$ cat config.mk
export PLATFORM = sky130hd
export DESIGN_NAME = instr_encoder
export DESIGN_NICKNAME = d
export VERILOG_FILES = /design/src/rtl/instr_encoder.sv
export SDC_FILE = /design/constraint.sdc
export NUM_CORES = 1
export LEC_CHECK = 0
export CAP_MARGIN = 10
export CORE_AREA = 3 3 61 86
export DETAILED_ROUTE_END_ITERATION = 16
export DIE_AREA = 0 0 64 89
export PLACE_DENSITY_LB_ADDON = 0.08
export SETUP_SLACK_MARGIN = 0.4
export SLEW_MARGIN = 20
export SYNTH_ARGS = -nofsm -noshare
export SYNTH_HDL_FRONTEND = slang
export SYNTH_SLANG_ARGS = --single-unit
$ cat constraint.sdc
create_clock -name clk -period 4 [get_ports clk]
set_input_delay 0.8 -clock clk [delete_from_list [all_inputs] [get_ports clk]]
set_output_delay 0.8 -clock clk [all_outputs]
set_load 0.005 [all_outputs]
$ cat src/rtl/instr_encoder.sv
// rtl/instr_encoder.sv - WISC 16-bit instruction field packer with range check and preload addressing
module instr_encoder #(
    parameter int ADDR_W = 16
) (
    input  logic              clk,
    input  logic              rst_n,
    input  logic              in_valid,
    output logic              in_ready,
    input  logic [4:0]        in_opcode,
    input  logic [2:0]        in_rs,
    input  logic [2:0]        in_rt,
    input  logic [2:0]        in_rd,
    input  logic [1:0]        in_func,
    input  logic [15:0]       in_imm,
    output logic              out_valid,
    input  logic              out_ready,
    output logic [15:0]       out_data,
    output logic [ADDR_W-1:0] out_addr,
    output logic              err_valid,
    output logic [1:0]        err_code,
    input  logic              restart,
    output logic              done
);

    typedef enum logic [1:0] {IDLE, HOLD, DONE} state_t;

    state_t      state;
    logic [15:0] enc_word;
    logic        illegal;
    logic        range_bad;
    logic        accept;
    logic        drain;

    // Signed fit means every bit above the field equals the field MSB.
    logic fit_s11, fit_s8, fit_s5, fit_z8, fit_z5;
    assign fit_s11 = (&in_imm[15:10]) || !(|in_imm[15:10]);
    assign fit_s8  = (&in_imm[15:7])  || !(|in_imm[15:7]);
    assign fit_s5  = (&in_imm[15:4])  || !(|in_imm[15:4]);
    assign fit_z8  = !(|in_imm[15:8]);
    assign fit_z5  = !(|in_imm[15:5]);

    always_comb begin
        enc_word  = '0;
        illegal   = 1'b0;
        range_bad = 1'b0;
        case (in_opcode)
            5'b00000, 5'b00001: enc_word = {in_opcode, 11'b0};
            5'b00100, 5'b00110: begin
                enc_word  = {in_opcode, in_imm[10:0]};
                range_bad = !fit_s11;
            end
            5'b01000, 5'b01001, 5'b10000, 5'b10001, 5'b10011: begin
                enc_word  = {in_opcode, in_rs, in_rd, in_imm[4:0]};
                range_bad = !fit_s5;
            end
            5'b01010, 5'b01011, 5'b10100, 5'b10101, 5'b10110, 5'b10111: begin
                enc_word  = {in_opcode, in_rs, in_rd, in_imm[4:0]};
                range_bad = !fit_z5;
            end
            5'b11000, 5'b00101, 5'b00111,
            5'b01100, 5'b01101, 5'b01110, 5'b01111: begin
                enc_word  = {in_opcode, in_rs, in_imm[7:0]};
                range_bad = !fit_s8;
            end
            5'b10010: begin
                enc_word  = {in_opcode, in_rs, in_imm[7:0]};
                range_bad = !fit_z8;
            end
            5'b11001:           enc_word = {in_opcode, in_rs, 3'b000, in_rd, 2'b00};
            5'b11010, 5'b11011: enc_word = {in_opcode, in_rs, in_rt, in_rd, in_func};
            5'b11100, 5'b11101, 5'b11110, 5'b11111:
                                enc_word = {in_opcode, in_rs, in_rt, in_rd, 2'b00};
            default:            illegal = 1'b1;
        endcase
    end

    assign in_ready = (state != DONE) && (!out_valid || out_ready);
    assign accept   = in_valid && in_ready;
    assign drain    = out_valid && out_ready;

    always_ff @(posedge clk) begin
        if (!rst_n) begin
            state     <= IDLE;
            out_valid <= 1'b0;
            out_data  <= '0;
            out_addr  <= '0;
            err_valid <= 1'b0;
            err_code  <= 2'b00;
            done      <= 1'b0;
        end else begin
            err_valid <= 1'b0;
            if (state == DONE) begin
                if (restart) begin
                    state    <= IDLE;
                    done     <= 1'b0;
                    out_addr <= '0;
                end
            end else begin
                if (drain)
                    out_addr <= out_addr + ADDR_W'(2);
                // A drained HALT word (the only encoding equal to zero) ends the stream.
                if (drain && out_data == 16'h0000) begin
                    state     <= DONE;
                    out_valid <= 1'b0;
                    done      <= 1'b1;
                end else if (accept && !illegal && !range_bad) begin
                    out_data  <= enc_word;
                    out_valid <= 1'b1;
                    state     <= HOLD;
                end else if (drain) begin
                    out_valid <= 1'b0;
                    state     <= IDLE;
                end
                if (accept && (illegal || range_bad)) begin
                    err_valid <= 1'b1;
                    err_code  <= illegal ? 2'b01 : 2'b10;
                end
            end
        end
    end

endmodule

==> results.toml <==
[drt]
wl_per_cell_um = 14.3
num_vias = 2205
ant_nets = 0
firstDrtPassIters = 4
routed_wl_mm = 5.67
drtIter0Drc = 113
vias_per_cell = 5.58
drc = 0

[yosys]
syn_inst = 265
synthesis.area_um2 = 2210
yosysWarnings = 0
synth_cell_types = 58
synth-seq-cells = 38
ys_seq_area_frac = 0.345
synth_fp_nets = 303
async_flop_share = 0
synth-main-ff-cell = "dfxtp_1"
synth_edf_count = 0
avgSynthCellArea_um2 = 8.33

[die]
initial_utilization = 0.487
core-area_um2 = 4540
die_area_um2 = 5700
rows = 29
die-width_um = 64
die_h_um = 89
pin_count = 75

[layout]
area_delta_synth_final_pct = 36.1
multiInputGateArea_um2 = 1320
finish.net_count = 370
drive_above_1_share = 0.105
final.fill_count = 400
stdcell_count = 395
n_antenna_cell = 0
regArea_um2 = 761

[sta]
relSlewSlack = 0.419
skew_ns = 0.00567
hold_violations = 0
fmax_mhz = 317
finalSetupViolCount = 0
min_period_ns = 3.16
slew_violations = 0
post-route-period-util = 0.789
tightestPinTransition_ns = 0.871
tns_ns = 0
rsz0062_at_grt = "no"

[placed_design]
place_inst = 387
port_buffers = 73
hpwlAfterDp_mm = 4.47
place.gp.congestion = 0.903

[worst_setup_path]
cp.arrival_ns = 3.38
crit_type = "primary input to flip-flop"
critPathBufInv = 1
path_max_fanout = 26
worstSetupEndpointType = "flip-flop"
slowest_delay_ns = 0.76
crit_path_end = "state[0]$_SDFFE_PN0P_"
rrSetupSlack_ns = 1.77
start_kind = "primary input"
crit_start = "in_opcode[3]"
crit_chain = "clkdlybuf4s50_1 > nand2b_1 > o22ai_2 > a211oi_1 > o211a_1 > nand2_2 > o22ai_1"
reg2reg_from = "out_data[15]$_SDFFE_PN0P_"
cpLargestDelayFamily = "compound AO/OA/AOI/OAI gates"
r2r_end = "out_data[14]$_SDFFE_PN0P_"
worstPathRequired_ns = 4.22
path_depth = 7
ff2ff_path_depth = 5
slowest_stage = "o211a_1"

[global_routing]
grt.total_usage = 0.199
grt_max_degree = 27
grt_pass1_vias = 2060
overflow = 0
grt_pass1_wl_mm = 8.98
antenna_found_initial = 0

[pwr]
p_per_area_nw_per_um2 = 304
vdd_ir_drop_max_mv = 0.177
total_leakage_power_nw = 1.10

[job]
maxCapViolCount = 0

[clock_tree]
path_clk_slew_ns = 0.08
root_buffer = "clkbuf_8"
cts-resized-gates = 0
worstSkewPairLatency_ns = 0.29
cts_buffers = 5
hold_buffers = 0
postCtsSetupBuffers = 0
clockBufferDepth = 2
clock-sinks = 38
htreeDepth = 2
cts_tree = "done"

[min_path]
hold_class = "flip-flop to flip-flop"
hold_path.startpoint = "err_code[0]$_SDFFE_PN0P_"

[status]
status = "finished clean"
state kept, by name (all words and copies together) (netlist names):
register	cells
out_addr	15
err_code	2
out_data	16
state	2
err_valid	1
out_valid	1
done	1
metal layers:
| layer | track usage | wire [um] |
|---|---|---|
| met1 | 0.197 | 2180 |
| met2 | 0.402 | 3110 |
| met3 | 0.0327 | 254 |
| met4 | 0.0864 | 130 |
| met5 | 0 | 0 |
worst min-delay path: stages (launching register included):
cell and delay, ns:
dfxtp_1 0.31, nand2_1 0.05, o32ai_1 0.05
through the flow:
step | utilization | hold slack [ns] | power, mW | instance area (um2) | worst slack [ns]
finish | 0.662 | 0.465 | 0.913 | 3000 | 0.843
global route | 0.662 | 0.509 | 0.956 | 3000 | 0.659
CTS | 0.662 | 0.468 | 0.919 | 3000 | 0.865
detailed placement | 0.641 | 0.457 | 0.644 | 2910 | 0.545
global placement | 0.641 | 0.448 | 0.642 | 2910 | 0.618
floorplan | - | 0.436 | 0.553 | 2210 | 1.75
cell families (layout without fill, tap and decap cells):
| kind of cell | count (synthesis) | in the layout | synth area share |
|---|---|---|---|
| AOI/OAI and AO/OA | 65 | 65 | 0.215 |
| xor gates and xnor gates | 6 | 6 | 0.0238 |
| adders and majority gates | 1 | 1 | 0.00567 |
| buffers and inverters | 17 | 85 | 0.0573 |
| DFF | 38 | 38 | 0.345 |
| muxes | 8 | 8 | 0.0380 |
| other | 1 | 1 | 0.00170 |
| and+or+nand+nor | 129 | 129 | 0.313 |
report_power, final:
part           internal, mW  total, mW  switching [mW]
combinational         0.113      0.218           0.105
clock                 0.139      0.277           0.139
sequential            0.399      0.417          0.0180
total                 0.651      0.913           0.261
placed cells by master (no fill, tap or decap), types with 2 or more instances in the layout:
master,netlist,routed
a21oi_1,17,17
mux2_2,3,3
clkbuf_8,0,6
o21ai_1,2,2
o21ai_0,11,11
or2_2,2,2
inv_1,3,3
and3_1,5,5
xor2_1,6,6
nor4_1,4,4
a21oi_2,5,5
clkdlybuf4s50_1,0,73
or3_1,2,2
nand4_1,9,9
nor2_1,26,26
a32oi_1,2,2
and2_1,4,4
and4_1,4,4
mux2i_1,5,5
a22oi_1,4,4
nor3b_2,3,3
dfxtp_1,38,38
o32ai_1,2,2
nand2b_1,4,4
nand2_1,38,38
a311oi_1,8,8
nand3_1,15,15
nor2b_1,2,2
layout make-up:
| type | count | share of cell area |
|---|---|---|
| Clock inverter | 2 | 0.00417 |
| Clock buffer | 6 | 0.0275 |
| Inverter | 3 | 0.00375 |
| Sequential cell | 38 | 0.253 |
| Tap cell | 62 | 0.0258 |
| Timing Repair Buffer | 74 | 0.246 |
| Multi-Input combinational cell | 210 | 0.440 |
how the worst min path moves through the flow:
stage,cells after the start,slack (ns),end
5_1_grt,2,0.51,out_data[13]$_SDFFE_PN0P_
2_1_floorplan,2,0.44,state[1]$_SDFFE_PN0P_
3_5_place_dp,2,0.46,err_code[0]$_SDFFE_PN0P_
3_3_place_gp,2,0.45,state[1]$_SDFFE_PN0P_
4_1_cts,2,0.47,err_code[0]$_SDFFE_PN0P_
6_report,2,0.47,err_code[0]$_SDFFE_PN0P_
synthesized netlist by cell type, types with 2 or more instances:
cell type / instances / area (um2)
a21oi_1: 17 / 85.1
a21oi_2: 5 / 43.8
a22oi_1: 4 / 30.0
a311oi_1: 8 / 70.1
a32oi_1: 2 / 17.5
and2_1: 4 / 25.0
and3_1: 5 / 31.3
and4_1: 4 / 35.0
buf_4: 2 / 15.0
buf_6: 5 / 56.3
clkbuf_1: 5 / 18.8
dfxtp_1: 38 / 761
inv_1: 3 / 11.3
mux2_2: 3 / 33.8
mux2i_1: 5 / 50.1
nand2_1: 38 / 143
nand2b_1: 4 / 25.0
nand3_1: 15 / 75.1
nand4_1: 9 / 56.3
nor2_1: 26 / 97.6
nor2b_1: 2 / 12.5
nor3b_2: 3 / 37.5
nor4_1: 4 / 25.0
o21ai_0: 11 / 55.1
o21ai_1: 2 / 10.0
o32ai_1: 2 / 17.5
or2_2: 2 / 12.5
or3_1: 2 / 12.5
xor2_1: 6 / 52.6
No activity file was read; power rests on OpenSTA's default activity.
